[config.mk]
export PLATFORM = sky130hd
export DESIGN_NAME = i2s_tx_serializer
export DESIGN_NICKNAME = d
export VERILOG_FILES = /design/src/rtl/i2s_tx_serializer.sv
export SDC_FILE = /design/constraint.sdc
export NUM_CORES = 1
export LEC_CHECK = 0
export ABC_AREA = 1
export CAP_MARGIN = 20
export CORE_ASPECT_RATIO = 0.8
export CORE_MARGIN = 5
export CORE_UTILIZATION = 56
export DETAILED_ROUTE_END_ITERATION = 7
export HOLD_SLACK_MARGIN = 0.1
export PLACE_DENSITY = 0.92
export SYNTH_ARGS = -nofsm -noshare
export SYNTH_HDL_FRONTEND = slang
export SYNTH_SLANG_ARGS = --single-unit
[constraint.sdc]
create_clock -name in_clk -period 2.7 [get_ports in_clk]
set_input_delay 0.405 -clock in_clk [delete_from_list [all_inputs] [get_ports in_clk]]
set_output_delay 0.405 -clock in_clk [all_outputs]
set_load 0.03 [all_outputs]
[src/rtl/i2s_tx_serializer.sv]
// rtl/i2s_tx_serializer.sv - I2S / left-justified audio TX serializer with one-frame holding buffer.
// Optional: define I2S_TX_HOLD_LAST_EN to repeat the last frame on underrun instead of sending zeros.
module i2s_tx_serializer #(
    parameter int DATA_W   = 16,
    parameter int SLOT_W   = 16,
    parameter int NUM_CH   = 2,
    parameter int SCLK_DIV = 4
) (
    input  logic                     in_clk,
    input  logic                     reset,
    input  logic                     enable,
    input  logic                     mode,
    input  logic [NUM_CH*DATA_W-1:0] in_data,
    input  logic                     in_valid,
    output logic                     in_ready,
    output logic                     sclk,
    output logic                     lrck,
    output logic                     sdata,
    output logic                     frame_start,
    output logic                     underrun
);
    localparam int FRAME_BITS = NUM_CH * SLOT_W;
    localparam int DIV_W      = (SCLK_DIV > 1) ? $clog2(SCLK_DIV) : 1;
    localparam int BC_W       = $clog2(FRAME_BITS);
    localparam logic [DIV_W-1:0] DIV_LAST = DIV_W'(SCLK_DIV - 1);
    localparam logic [BC_W-1:0]  BC_LAST  = BC_W'(FRAME_BITS - 1);
    localparam logic [BC_W-1:0]  BC_HALF  = BC_W'(FRAME_BITS / 2);

    logic [DIV_W-1:0]      r_div_cnt;
    logic                  r_sclk;
    logic [BC_W-1:0]       r_bit_cnt;
    logic                  r_lrck;
    logic [FRAME_BITS-1:0] r_shift;
    logic [FRAME_BITS-1:0] r_buf;
    logic                  r_full;
    logic                  r_mode;
    logic                  r_sdata;
    logic                  r_dly;
    logic                  r_frame_start;
    logic                  r_underrun;
    logic                  r_armed;
`ifdef I2S_TX_HOLD_LAST_EN
    logic [FRAME_BITS-1:0] r_last;
`endif

    logic                  w_xfer;
    logic                  w_fall;
    logic                  w_load;
    logic                  w_underrun;
    logic                  w_mode;
    logic [BC_W-1:0]       w_bit_next;
    logic [FRAME_BITS-1:0] w_fmt;
    logic [FRAME_BITS-1:0] w_shift_next;

    // Places each channel MSB-aligned in its slot, ch0 in the top slot so it leaves first.
    function automatic logic [FRAME_BITS-1:0] f_format(input logic [NUM_CH*DATA_W-1:0] d);
        logic [FRAME_BITS-1:0] v;
        v = '0;
        for (int k = 0; k < NUM_CH; k++)
            v[FRAME_BITS-1-k*SLOT_W -: DATA_W] = d[k*DATA_W +: DATA_W];
        return v;
    endfunction

    assign w_fmt      = f_format(in_data);
    assign w_xfer     = in_valid & ~r_full;
    assign w_fall     = enable & r_sclk & (r_div_cnt == DIV_LAST);
    assign w_load     = w_fall & (r_armed | (r_bit_cnt == BC_LAST));
    assign w_mode     = w_load ? mode : r_mode;
    assign w_bit_next = w_load ? '0 : r_bit_cnt + 1'b1;

    always_comb begin
        w_shift_next = {r_shift[FRAME_BITS-2:0], 1'b0};
        w_underrun   = 1'b0;
        if (w_load) begin
            if (r_full) begin
                w_shift_next = r_buf;
            end else if (w_xfer) begin
                w_shift_next = w_fmt;
            end else begin
                w_underrun = 1'b1;
`ifdef I2S_TX_HOLD_LAST_EN
                w_shift_next = r_last;
`else
                w_shift_next = '0;
`endif
            end
        end
    end

    always_ff @(posedge in_clk or posedge reset) begin
        if (reset) begin
            r_div_cnt     <= '0;
            r_sclk        <= 1'b0;
            r_bit_cnt     <= '0;
            r_lrck        <= 1'b0;
            r_shift       <= '0;
            r_buf         <= '0;
            r_full        <= 1'b0;
            r_mode        <= 1'b0;
            r_sdata       <= 1'b0;
            r_dly         <= 1'b0;
            r_frame_start <= 1'b0;
            r_underrun    <= 1'b0;
            r_armed       <= 1'b1;
`ifdef I2S_TX_HOLD_LAST_EN
            r_last        <= '0;
`endif
        end else begin
            r_frame_start <= 1'b0;
            r_underrun    <= 1'b0;

            // A load with an empty buffer and a live transfer bypasses straight into the shifter.
            if (w_xfer && !w_load) begin
                r_buf  <= w_fmt;
                r_full <= 1'b1;
            end else if (w_load) begin
                r_full <= 1'b0;
            end

            if (!enable) begin
                r_div_cnt <= '0;
                r_sclk    <= 1'b0;
                r_bit_cnt <= '0;
                r_lrck    <= 1'b0;
                r_sdata   <= 1'b0;
                r_dly     <= 1'b0;
                r_armed   <= 1'b1;
            end else begin
                if (r_div_cnt == DIV_LAST) begin
                    r_div_cnt <= '0;
                    r_sclk    <= ~r_sclk;
                end else begin
                    r_div_cnt <= r_div_cnt + 1'b1;
                end

                if (w_fall) begin
                    r_armed   <= 1'b0;
                    r_bit_cnt <= w_bit_next;
                    r_lrck    <= (w_bit_next >= BC_HALF);
                    r_shift   <= w_shift_next;
                    // r_dly always tracks the left-justified bit; I2S emits it one SCLK later.
                    r_dly     <= w_shift_next[FRAME_BITS-1];
                    r_sdata   <= w_mode ? w_shift_next[FRAME_BITS-1] : r_dly;
                    if (w_load) begin
                        r_mode        <= mode;
                        r_frame_start <= 1'b1;
                        r_underrun    <= w_underrun;
`ifdef I2S_TX_HOLD_LAST_EN
                        if (!w_underrun)
                            r_last <= w_shift_next;
`endif
                    end
                end
            end
        end
    end

    assign in_ready    = ~r_full;
    assign sclk        = r_sclk;
    assign lrck        = r_lrck;
    assign sdata       = r_sdata;
    assign frame_start = r_frame_start;
    assign underrun    = r_underrun;
endmodule

==> impl_metrics.ini <==
[place]
place_ws_ps = 268
gp_congestion = 0.777
dp_hpwl_um = 5100
portBuffers = 42

[final_layout]
multi_input_area_sq_um = 1300
final_common_cell = nand2_1
seqCellArea_sq_um = 1950
drive_above_1_share_pct = 12.9
final_cell_mix = 97 x nand2_1, 77 x dfrtp_1, 71 x inv_1
antenna_cells = 0
layout.nets = 478
synthToLayoutAreaGrowth_pct = 18.4
nFillCells = 516

[detailed_routing]
routed_wl_um = 7620
drtIter0Drc = 166
postRouteAntennaNets = 0
drt-pass1-iter-count = 5
drcViolationCount = 0
vias = 2815
wl_per_cell_um = 14.4
vias_per_cell = 5.34

[timing]
fin_worst_skew_ps = 7.76
min_period_over_period_pct = 86.5
rsz0062_at_grt = false
hold_viol_final = 0
finalMaxSlewViolations = 0
tns_ps = 0
post-route-min-period_ps = 2330
setup_viol = 0
max_freq_mhz = 428
maxSlewHeadroom_pct = 34.6
worst_slew_pin_slew_ps = 981
setup_slack_ps = 366

[yosys]
yosys.area.top_type_share_pct = 52.7
synth-edff-count = 0
synth_seq_area_share_pct = 53.4
synth_nets = 441
syn-cell-area_sq_um = 3650
ys.flop_type = dfrtp_1
netlist_instances = 401
yosysWarnings = 0
synth-seq-cells = 78
synth-async-reset-ratio_pct = 100
synthTopCellsByArea = dfrtp_1 53%, nand2_1 10%, inv_1 7.4%
synth_cell_type_count = 29
synth.avg_cell_area_sq_um = 9.11
synth_top_area_cell = dfrtp_1

[power]
ir_drop_mv = 0.429
p_leak_nw = 2.11
power_density_nw_per_um2 = 787

[setup_path]
critPathTopFamily = simple AND/OR/NAND/NOR gates
crit_chain = ha_1, nand2_1, nor2_1, ha_1, nor2_2, nor2_8, nor2_8, inv_2, nand2_1, o21ai_1
path_max_fanout = 47
critPathLaunchType = register
crit_path_end_kind = register
critical-path-slowest-cell = dfrtp_1
worst-path-buf-inv = 1
critPathKind = register to register
crit_required_ps = 2900
r2r_slack_ps = 370
cp_data_arrival_time_ps = 2530
max_stage_delay_ps = 420

[grt]
use_met1_pct = 26.5
gr-usage-all-layers_pct = 20.8
grt_pass1_vias = 2972
grt_overflow = 0
grt_pass1_wl_um = 13400
globalRoute.busiestLayer = met2
grt_max_degree = 57
antenna_found_initial = 0
use_met3_pct = 6.63
met2_usage_pct = 34.1

[clocking]
ctsHoldBuffers = 0
cts_buffers = 9
cts.sinks = 78
cts-root-buf = clkbuf_8
cts_resized = 0
clock_path_buffers = 2
cts.clk_slew.worst_paths_ps = 80
clock_latency_ps = 350
cts_tree = built
cts_setup_buffers = 0
cts-htree-levels = 3

[die]
placement_rows = 26
initial_core_util_pct = 57.3
fp.dieH_um = 82.3
design.core.area_sq_um = 6380
pin_count = 43
fp.dieW_um = 100
fp.dieArea_sq_um = 8250

[outcome]
status = completed

[job]
drv_cap = 0

[worst_hold_path]
hp-class = input port to async pin
-- sequential cells by signal (all words and copies together), names as in the netlist --
| signal | flops |
|---|---|
| r_full | 1 |
| r_armed | 1 |
| frame_start | 1 |
| r_buf | 32 |
| r_div_cnt | 2 |
| r_bit_cnt | 5 |
| sdata | 1 |
| underrun | 1 |
| sclk | 1 |
| r_shift | 31 |
| r_mode | 1 |
| r_dly | 1 |
-- final timing paths --
check / startpoint / end / cells after the start
min in group in_clk: r_div_cnt[0] / r_div_cnt[0] / 1
hold reg to reg: r_div_cnt[0] / r_div_cnt[0] / 1
hold / removal: reset / sclk / 2
setup reg to reg: r_bit_cnt[0] / r_buf[25] / 10
setup / recovery: r_bit_cnt[0] / r_buf[25] / 10
max in group asynchronous: reset / r_buf[31] / 3
-- where the power goes --
group / leakage, nW / internal, W / switching [W]
clock network: 0.115 / 0.000525 / 0.000410
logic: 1.11 / 0.000374 / 0.000464
registers: 0.888 / 0.00148 / 0.000151
-- synthesized netlist by cell type (all sizes together), types with 2 or more instances --
| library cell | count |
|---|---|
| dfrtp | 77 |
| buf | 12 |
| clkbuf | 9 |
| nand2 | 108 |
| o221ai | 30 |
| inv | 74 |
| o22ai | 10 |
| nand3 | 5 |
| nor2 | 6 |
| a22o | 2 |
| ha | 3 |
| o21ai | 59 |
-- worst register-to-register path, stage by stage (launching register included) --
cell and delay (ps):
dfrtp_1 420, ha_1 230, nand2_1 90, nor2_1 50, ha_1 190, nor2_2 280, nor2_8 80, nor2_8 170
inv_2 380, nand2_1 220, o21ai_1 80
-- cell families (layout without fill, tap and decap cells) --
family,after synthesis,after routing,synth area share [%]
flops,78,78,53.4
buf+inv,96,138,11.0
xor+xnor,1,1,0.240
simple gates,121,121,14.9
fa+ha+maj,3,3,1.03
compound gates,102,102,19.3
-- routing by layer --
| metal | vias up | part of all wire (%) |
|---|---|---|
| met5 | - | 0 |
| met2 | 83 | 48 |
| met1 | 1336 | 44 |
| li1 | 1385 | - |
| met3 | 11 | 6.5 |
| met4 | 0 | 1.2 |
-- area by class of cell --
cell class / instances / area share, %
clock buffer: 13 / 4.13
sequential: 78 / 45.1
clock inverter: 3 / 0.925
tap: 84 / 2.43
multi-input combinational: 227 / 30.0
timing repair buffer: 47 / 10.9
inverter: 75 / 6.50
-- per-stage QoR --
stage	instance area, sq um	util [%]	hold slack (ps)	std cells	power (W)
after global routing	4330	67.9	434	527	0.00362
after global placement	4110	64.4	430	511	0.00241
final	4330	67.9	402	527	0.00341
after floorplan	3650	-	416	401	0.00226
after CTS	4330	67.9	406	527	0.00342
after detailed placement	4110	64.4	441	511	0.00249
Power figures use the tool's default switching activity.
